### src/rtl/seq_bit_serializer.sv
// Word-to-bit serializer: one holding register feeding a shift register, MSB first.
// Optional even-parity bit after each word when SER_PARITY_EN is defined.
module seq_bit_serializer #(
  parameter int WIDTH    = 8,
  parameter bit IDLE_BIT = 1'b0
) (
  input  logic             clk,
  input  logic             reset,
  input  logic [WIDTH-1:0] in_data,
  input  logic             in_valid,
  output logic             in_ready,
  output logic             bit_out,
  output logic             bit_valid,
  output logic             frame_start,
  output logic             busy
);

  localparam int                CNT_W    = $clog2(WIDTH + 1);
  localparam logic [CNT_W-1:0] LAST_CNT = CNT_W'(WIDTH - 1);

`ifdef SER_PARITY_EN
  typedef enum logic [1:0] {
    S_IDLE   = 2'd0,
    S_SHIFT  = 2'd1,
    S_PARITY = 2'd2
  } state_t;
`else
  typedef enum logic [1:0] {
    S_IDLE  = 2'd0,
    S_SHIFT = 2'd1
  } state_t;
`endif

  state_t             state_q, state_d;
  logic [WIDTH-1:0]   hold_data_q;
  logic               hold_valid_q;
  logic [WIDTH-1:0]   shift_data_q, shift_data_d;
  logic               shift_valid_q, shift_valid_d;
  logic [CNT_W-1:0]   bit_cnt_q, bit_cnt_d;
  logic               bit_out_q, bit_out_d;
  logic               bit_valid_q, bit_valid_d;
  logic               frame_start_q, frame_start_d;
  logic               load;
  logic               accept;
`ifdef SER_PARITY_EN
  logic               parity_q, parity_d;
`endif

  // Ready comes only from the holding flag, so in_valid never reaches in_ready.
  assign in_ready = !hold_valid_q;
  assign accept   = in_valid && !hold_valid_q;
  assign busy     = hold_valid_q || shift_valid_q;

  assign bit_out     = bit_out_q;
  assign bit_valid   = bit_valid_q;
  assign frame_start = frame_start_q;

  // Holding register: a transfer and an accept can never share an edge,
  // because a transfer needs hold_valid set, which blocks accepts.
  always_ff @(posedge clk) begin
    if (reset) begin
      hold_valid_q <= 1'b0;
    end else if (load) begin
      hold_valid_q <= 1'b0;
    end else if (accept) begin
      hold_valid_q <= 1'b1;
    end
  end

  // NOTE: data-only registers are qualified by their valid flags, so they carry no reset.
  always_ff @(posedge clk) begin
    if (accept) begin
      hold_data_q <= in_data;
    end
  end

  // NOTE: sequential state uses non-blocking assignments so every register samples pre-edge values.
  always_ff @(posedge clk) begin
    if (reset) begin
      state_q       <= S_IDLE;
      shift_valid_q <= 1'b0;
      bit_cnt_q     <= '0;
      bit_out_q     <= IDLE_BIT;
      bit_valid_q   <= 1'b0;
      frame_start_q <= 1'b0;
    end else begin
      state_q       <= state_d;
      shift_valid_q <= shift_valid_d;
      bit_cnt_q     <= bit_cnt_d;
      bit_out_q     <= bit_out_d;
      bit_valid_q   <= bit_valid_d;
      frame_start_q <= frame_start_d;
    end
  end

  always_ff @(posedge clk) begin
    shift_data_q <= shift_data_d;
`ifdef SER_PARITY_EN
    parity_q     <= parity_d;
`endif
  end

  // Next-state logic computes the value each output register will show
  // during the following cycle; an idle cycle falls through to IDLE_BIT.
  always_comb begin
    // NOTE: every output of this block gets a default first, so no path can infer a latch.
    state_d       = state_q;
    shift_data_d  = shift_data_q;
    shift_valid_d = shift_valid_q;
    bit_cnt_d     = bit_cnt_q;
    bit_out_d     = IDLE_BIT;
    bit_valid_d   = 1'b0;
    frame_start_d = 1'b0;
    load          = 1'b0;
`ifdef SER_PARITY_EN
    parity_d      = parity_q;
`endif

    unique case (state_q)
      S_IDLE: begin
        if (hold_valid_q) begin
          load = 1'b1;
        end
      end

      S_SHIFT: begin
        if (bit_cnt_q == LAST_CNT) begin
          bit_cnt_d = '0;
`ifdef SER_PARITY_EN
          state_d     = S_PARITY;
          bit_out_d   = parity_q;
          bit_valid_d = 1'b1;
`else
          if (hold_valid_q) begin
            load = 1'b1;
          end else begin
            state_d       = S_IDLE;
            shift_valid_d = 1'b0;
          end
`endif
        end else begin
          bit_cnt_d    = bit_cnt_q + 1'b1;
          shift_data_d = shift_data_q << 1;
          bit_out_d    = shift_data_q[WIDTH-2];
          bit_valid_d  = 1'b1;
        end
      end

`ifdef SER_PARITY_EN
      S_PARITY: begin
        if (hold_valid_q) begin
          load = 1'b1;
        end else begin
          state_d       = S_IDLE;
          shift_valid_d = 1'b0;
        end
      end
`endif

      default: begin
        state_d       = S_IDLE;
        shift_valid_d = 1'b0;
      end
    endcase

    // Loading a word presents its MSB on the very edge it enters the shifter.
    if (load) begin
      state_d       = S_SHIFT;
      shift_data_d  = hold_data_q;
      shift_valid_d = 1'b1;
      bit_cnt_d     = '0;
      bit_out_d     = hold_data_q[WIDTH-1];
      bit_valid_d   = 1'b1;
      frame_start_d = 1'b1;
`ifdef SER_PARITY_EN
      parity_d      = ^hold_data_q;
`endif
    end
  end

endmodule

### config.mk
export PLATFORM = sky130hd
export DESIGN_NAME = seq_bit_serializer
export DESIGN_NICKNAME = d
export VERILOG_FILES = /design/src/rtl/seq_bit_serializer.sv
export SDC_FILE = /design/constraint.sdc
export NUM_CORES = 1
export LEC_CHECK = 0
export CORE_MARGIN = 3
export CORE_UTILIZATION = 49
export CTS_CLUSTER_DIAMETER = 60
export DETAILED_ROUTE_END_ITERATION = 8
export GPL_ROUTABILITY_DRIVEN = 0
export PLACE_DENSITY_LB_ADDON = 0.1
export SLEW_MARGIN = 15
export SYNTH_ARGS = -nofsm -noshare
export SYNTH_HDL_FRONTEND = slang
export SYNTH_SLANG_ARGS = --single-unit
export TNS_END_PERCENT = 30
### constraint.sdc
create_clock -name clk -period 1.8 [get_ports clk]
set_input_delay 0.45 -clock clk [delete_from_list [all_inputs] [get_ports clk]]
set_output_delay 0.45 -clock clk [all_outputs]
set_load 0.02 [all_outputs]
-- Word level (Yosys, flattened, before mapping)
Cells that the tools add are included.
- memories kept: 0
- bits of input ports: 11
- register bits: 26
- output and inout bits: 5
- bits in read-only memories: 0
- memory bits (writable): 0
- latch bits: 0
- logic and storage cells: 51
- $add $sub $neg: 1
- multiply operators: 0
- bitwise logic cells: 1
- div/mod/pow operators: 0
- shift operators: 0
- multiplexer cells: 22
- equality and inequality tests: 8
- reductions and logical operators: 9
- order comparisons: 0
- operators with widths (operator ; number):
    $mux W7 ; 3
    $mux W1 ; 13
    $ne A2 B2 Y1 const B ; 4
    $ne A3 B3 Y1 const B ; 2
    $reduce_and A3 Y1 ; 2
    $add A4 B1 Y4 const B ; 1
    $eq A4 B3 Y1 const B ; 1
    $mux W2 ; 2
    $mux W4 ; 1
    $pmux W1 S2 ; 2
    $pmux W2 S2 ; 1
    $eq A2 B1 Y1 const B ; 1
    $logic_not A2 Y1 ; 1
    $reduce_and A2 Y1 ; 1
    $reduce_bool A2 Y1 ; 1
    $reduce_or A2 Y1 ; 1
    $logic_and A1 B1 Y1 ; 1
    $logic_not A1 Y1 ; 1
    $logic_or A1 B1 Y1 ; 1
    $not A1 Y1 ; 1

-- Depth between registers and ports, before layout
Gate-level depths: netlist of run 1.
- depth in word-level cells: 5
- mapped depth: 4
- mapped depth without buffers: 4

-- Worst setup path after synthesis of run 1
Ideal clock, no wire load.
- path type: register -> register
- from: register bit_cnt_q[0]
- to: register shift_data_q[1] (data pin)
- period minus slack after synthesis: 1559 ps
- cell stages (with the launch flop): 5
- setup time: 260 ps
- required time: 1540 ps
- slack: 241 ps
- data arrival time: 1299 ps
- cells stage by stage: dfxtp_1 -> ha_1 -> nand3b_4 -> a21oi_4 -> mux2_2
- longest elaborated chain between the ends: 4
- ends and longest elaborated chain (element ; line ; text):
    start: declaration ; 39 ; logic [CNT_W-1:0] bit_cnt_q, bit_cnt_d;
    start signal: assignment ; 89 ; bit_cnt_q <= bit_cnt_d;
    $eq A4 B3 Y1 ; 127 ; if (bit_cnt_q == LAST_CNT) begin
    $mux W1 ; 127 ;
    $pmux W1 S2 ; 119 ; unique case (state_q)
    $mux W7 ; 167 ; if (load) begin
    net shift_data_d[1] ; 37 ; logic [WIDTH-1:0] shift_data_q, shift_data_d;
    end signal: assignment ; 97 ; shift_data_q <= shift_data_d;
    end: declaration ; 37 ;
The timed path passes the listed nets, and every way through them passes these cells.
A chain may end at the register's enable or synchronous reset.

-- Worst setup path after layout of run 1
- from: register bit_cnt_q[0]
- to: register shift_data_q[6] (data pin)
Same word-level chain as after synthesis.

==> impl_metrics.tcl, run 1 <==
set metrics [dict create \
    outcome "complete, no violations" \
    maxCapViolCount 0 \
    via_count 524 \
    portBuffers 15 \
    drc_errors 0 \
    avgSynthCellArea_um2 14.97 \
    setup_violations 0 \
    synth-edff-count 15 \
    cts_setup_buffers 0 \
    synth.distinct_cells 25 \
    fin_skew_ps 1.178 \
    fin_area_um2 1155 \
    core_area_um2 1629 \
    synth_xor_area_frac 0.009589 \
    routedWlPerCell_um 12.44 \
    yosysTopAreaCell "edfxtp_1" \
    grt_max_degree 15 \
    synthTopCellsByArea "edfxtp_1, dfxtp_1, mux2_2" \
    grt.overflow.total 0 \
    antenna_found_initial 0 \
    antenna_left 0 \
    power_mw 1.136 \
    final.min_clock_period_ps 1689 \
    nets 94 \
    hp-class "reg -> reg" \
    synth-async-reset-ratio 0 \
    initial_utilization 0.5607 \
    synth.top_cell.area_share 0.4932 \
    syn_inst 61 \
    tritoncts "yes" \
    r2r-start "bit_cnt_q[0]" \
    drt_iter0_markers 8 \
    yosysWarnings 0 \
    synthSimpleGateAreaFrac 0.1096 \
    via_per_inst 4.990 \
    synth-adder-area-share 0.01370 \
    routed_wl_um 1306 \
    ys_seq_elements 24 \
    die_w_um 49.18 \
    areaGrowthSynthToFinish_pct 26.44 \
    hold_ws_ps 506.9 \
    postLayoutCoreUtil 0.7089 \
    synth_flop_cell "edfxtp_1" \
    tightest_slew_ps 367.8 \
    synthMuxAreaShare 0.09589 \
    max-slew-margin-rel 0.7540 \
    powerDensity_nw_per_um2 984.1 \
    n_antenna_cell 0 \
    worstSetupPathType "reg -> reg" \
    peakVddDrop_v 0.0009572 \
    slew_violations 0 \
    fp-row-count 14 \
    dp_hpwl_um 930.9 \
    dieArea_um2 2418 \
    firstDrtPassIters 4 \
    layout-drive-gt1-share 0.1852 \
    critPathMaxStageDelay_ps 390 \
    synthTopCellsByCount "edfxtp_1, dfxtp_1, mux2_2" \
    hold_buffers 0 \
    p_leak_nw 0.4619 \
    fin_crit_sh 0.9381 \
    yosysSeqAreaShare 0.6904 \
    place_area_um2 1105 \
    cts_root_buf "clkbuf_4" \
    path_max_fanout 10 \
    cp-end-kind "register" \
    nFillCells 122 \
    fmaxAchievable_ghz 0.5922 \
    first_global_vias 510 \
    clock_latency_ps 300 \
    yosysMostFrequentCell "edfxtp_1" \
    cp-startpoint "bit_cnt_q[0]" \
    hold_viol 0 \
    htreeDepth 1 \
    cts.path.max_buffers 2 \
    netlist_area_um2 913.4 \
    critical_path.cell_chain "ha_1 -> nand3b_4 -> a21oi_4 -> mux2_2" \
    crit_slowest_cell "dfxtp_1" \
    grt_usage 0.1193 \
    path_clk_slew_ps 120 \
    fin_setup_tns_ps 0 \
    synthesis.nets 73 \
    fp.dieH_um 49.18 \
    cts.sinks 24 \
    synth_compound_area_frac 0.06027 \
    holdCritStartpoint "bit_cnt_q[3]" \
    cts_made_buffers 3 \
    cp-start-kind "register" \
    postCtsResizedCells 2 \
    rsz0062_at_grt "false" \
    cp.arrival_ps 1760 \
    cp.required_ps 1870 \
    ios 16 \
    grt_first_pass_wirelength_um 2263 \
    synth_top_family_by_area "simple AND/OR/NAND/NOR gates" \
]
## metrics by stage
stage / std cells / setup slack, ps
5_1_grt: 105 / 31.60
3_5_place_dp: 101 / 118.6
3_3_place_gp: 101 / 149.5
2_1_floorplan: 61 / 240.9
4_1_cts: 105 / 106.6
6_report: 105 / 111.5
## cell families (layout without fill, tap and decap cells)
| kind of cell | Yosys count | count (layout) |
|---|---|---|
| flip-flops | 24 | 24 |
| buffers and inverters | 4 | 24 |
| XOR/XNOR | 1 | 1 |
| AO/OA/AOI/OAI | 7 | 7 |
| AND/OR/NAND/NOR | 16 | 16 |
| adder cells (fa/ha/maj) | 1 | 1 |
| multiplexers | 8 | 8 |
## cell usage in the layout (no fill, tap or decap), types with 2 or more instances in the layout
cell type        netlist  layout
nand2_1                3       3
dfxtp_1                9       9
mux2_2                 6       6
clkdlybuf4s50_1        0      13
dlygate4sd2_1          0       2
buf_4                  1       3
nor2b_1                2       2
clkbuf_4               0       3
a21oi_1                2       2
nor2_1                 3       3
inv_1                  2       2
nand3b_1               2       2
mux2i_1                2       2
edfxtp_1              15      15
## flip-flops by register name, summed over array words and instances (netlist names)
register,cells
bit_cnt_q,4
bit_out,1
bit_valid,1
frame_start,1
hold_data_q,8
hold_valid_q,1
shift_data_q,7
state_q,1
## power breakdown
part / internal, mW / leakage (nW) / switching [mW] / total [mW]
registers: 0.630 / 0.218 / 0.0126 / 0.643
logic: 0.0625 / 0.216 / 0.0566 / 0.119
clock network: 0.225 / 0.0279 / 0.150 / 0.375
total: 0.917 / 0.462 / 0.219 / 1.14
## layout make-up
cell class / instances / area, um^2 / share of cell area
flip-flops and latches: 24 / 630.6 / 0.5460
multi-input cells: 33 / 264.0 / 0.2286
repair buffers: 18 / 170.2 / 0.1473
clock buffers: 3 / 22.52 / 0.01950
inverters: 2 / 7.507 / 0.006501
clock inverters: 1 / 30.03 / 0.02600
well taps: 24 / 30.03 / 0.02600
## worst paths after layout
kind | to | slack (ps) | depth (start not counted)
worst max-delay path | shift_data_q[6] | 110 | 4
worst max register to register | shift_data_q[6] | 110 | 4
worst min register to register | bit_cnt_q[3] | 510 | 2
worst min-delay path | bit_cnt_q[3] | 510 | 2
## worst max-delay path, delay by kind of cell (launching register included)
kind                       cells  cell delay, ps
DFF                            1             390
muxes                          1             370
AOI/OAI and AO/OA              1             320
adders and majority gates      1             260
and+or+nand+nor                1             110
## metal layers
| metal | part of all wire | global-route usage | routed length [um] | up-vias |
|---|---|---|---|---|
| met4 | 0 | 0.02844 | 0 | 0 |
| met2 | 0.46 | 0.1897 | 599 | 11 |
| li1 | - | - | - | 265 |
| met3 | 0.044 | 0.03364 | 58 | 0 |
| met1 | 0.50 | 0.1601 | 648 | 248 |
| met5 | 0 | 0 | 0 | - |
No activity file was read; power rests on OpenSTA's default activity.
==> inputs of run 2 (changes only) <==
--- a/config.mk
+++ b/config.mk
@@ -9,8 +9,7 @@
 export CORE_UTILIZATION = 49
 export CTS_CLUSTER_DIAMETER = 60
 export DETAILED_ROUTE_END_ITERATION = 8
-export GPL_ROUTABILITY_DRIVEN = 0
-export PLACE_DENSITY_LB_ADDON = 0.1
+export PLACE_DENSITY = 0.8
 export SLEW_MARGIN = 15
 export SYNTH_ARGS = -nofsm -noshare
 export SYNTH_HDL_FRONTEND = slang
==> impl_metrics.tcl, run 2 (synthesis gave the netlist of run 1 again) <==
set metrics [dict create \
    core_area_um2 1629 \
    hp-class "reg -> reg" \
    via_count 529 \
    cp.required_ps 1350 \
    nFillCells 111 \
    fin_skew_ps 2.906 \
    max-slew-margin-rel 0.7464 \
    n_antenna_cell 0 \
    cp_top_family "buffers and inverters" \
    crit_slowest_cell "clkdlybuf4s50_1" \
    areaGrowthSynthToFinish_pct 29.04 \
    htreeDepth 1 \
    critPathMaxStageDelay_ps 600 \
    dieArea_um2 2418 \
    critPathBufInv 1 \
    cp.arrival_ps 1250 \
    fin_setup_tns_ps 0 \
    pwr-share-seq 0.558 \
    power.internal_mw 0.9239 \
    via_per_inst 4.898 \
    worstSetupPathType "reg -> out" \
    max_flop_register "hold_data_q" \
    firstDrtPassIters 4 \
    fmaxAchievable_ghz 0.5887 \
    cts.path.max_buffers 2 \
    top_regs "hold_data_q (8), shift_data_q (7), bit_cnt_q (4)" \
    power_mw 1.155 \
    fp.dieH_um 49.18 \
    grt.overflow.total 0 \
    routabilityCongestion 0.8252 \
    fp-row-count 14 \
    p_clk_frac 0.329 \
    cts_made_buffers 3 \
    maxCapViolCount 0 \
    peakVddDrop_v 0.0008166 \
    outcome "complete, no violations" \
    grt_max_degree 15 \
    setup_violations 0 \
    p_leak_nw 0.4778 \
    fin_crit_sh 0.9437 \
    switchingPower_mw 0.2307 \
    hold_buffers 0 \
    cp-end-kind "output pin" \
    layout-drive-gt1-share 0.2262 \
    mostFrequentLayoutCells "edfxtp_1, clkdlybuf4s50_1, dfxtp_1" \
    slew_violations 0 \
    routed_wl_um 1592 \
    final_common_cell "edfxtp_1" \
    tightest_slew_ps 379.2 \
    antenna_found_initial 0 \
    clock_latency_ps 310 \
    cts_root_buf "clkbuf_4" \
    cts.sinks 24 \
    final.min_clock_period_ps 1699 \
    ios 16 \
    drt_iter0_markers 13 \
    routedWlPerCell_um 14.74 \
    cp-start-kind "register" \
    initial_utilization 0.5607 \
    tritoncts "yes" \
    drc_errors 0 \
    rsz0062_at_grt "false" \
    grt_usage 0.1513 \
    p_sw_frac 0.1998 \
    path_clk_slew_ps 130 \
    nets 97 \
    largest_register_ff_count 8 \
    portBuffers 15 \
    antenna_left 0 \
    hold_viol 0 \
    pwr-share-comb 0.113 \
    critical_path.cell_chain "clkdlybuf4s50_1" \
    powerDensity_nw_per_um2 979.6 \
    path_max_fanout 1 \
    first_global_vias 554 \
    dp_hpwl_um 1084 \
    die_w_um 49.18 \
    grt_first_pass_wirelength_um 2670 \
]
==> run 2: changes by cell type in the layout (fill, tap and decap cells not counted), sizes merged <==
cell / previous run / this run
buf: 3 / 6
==> run 2: what timing repair did <==
item	4_1_cts	5_1_grt
gates resized for setup	3	0
setup endpoints to repair	2	6
pin swaps	0	1
setup buffers	0	3
==> run 2: power groups by stage <==
stage               sequential [mW]  clock [mW]  combinational (mW)
CTS                           0.645       0.387               0.124
finish                        0.644       0.380               0.130
global route                  0.650       0.415               0.139
global placement              0.655           0               0.120
detailed placement            0.656           0               0.125
floorplan                     0.656           0              0.0645
==> run 2: cell type report <==
cell class,instances,area [um^2],share of cell area
tap,24,30.03,0.02548
timing repair buffer,21,192.7,0.1635
clock buffer,3,22.52,0.01911
multi-input combinational,33,264.0,0.2240
sequential,24,631.9,0.5361
clock inverter,1,30.03,0.02548
inverter,2,7.507,0.006369
==> run 2: through the flow <==
step                instance area (um^2)  setup WS [ps]  cells  utilization  hold WS [ps]
finish                              1179          101.4    108       0.7235         491.3
global route                        1179          38.86    108       0.7235         521.5
CTS                                 1156          70.30    105       0.7097         496.6
detailed placement                  1105          99.39    101       0.6782         477.3
global placement                    1105          162.0    101       0.6782         478.7
floorplan                          913.4          240.9     61            -         453.4
==> run 2: final timing paths <==
check                     from               to  slack [ps]  cells after the start
setup / recovery   frame_start      frame_start         100                      1
hold / removal    bit_cnt_q[3]     bit_cnt_q[3]         490                      2
hold reg to reg   bit_cnt_q[3]     bit_cnt_q[3]         490                      2
setup reg to reg  bit_cnt_q[0]  shift_data_q[2]         150                      5
==> run 2: routing by layer <==
metal  share of wire  vias to the layer above  track usage  wire length, um
met5               0                        -            0                0
li1                -                      267            -                -
met2            0.51                       18       0.2411              806
met1            0.43                      242       0.1901              683
met4           0.013                        0      0.04265               20
met3           0.052                        2      0.05810               82
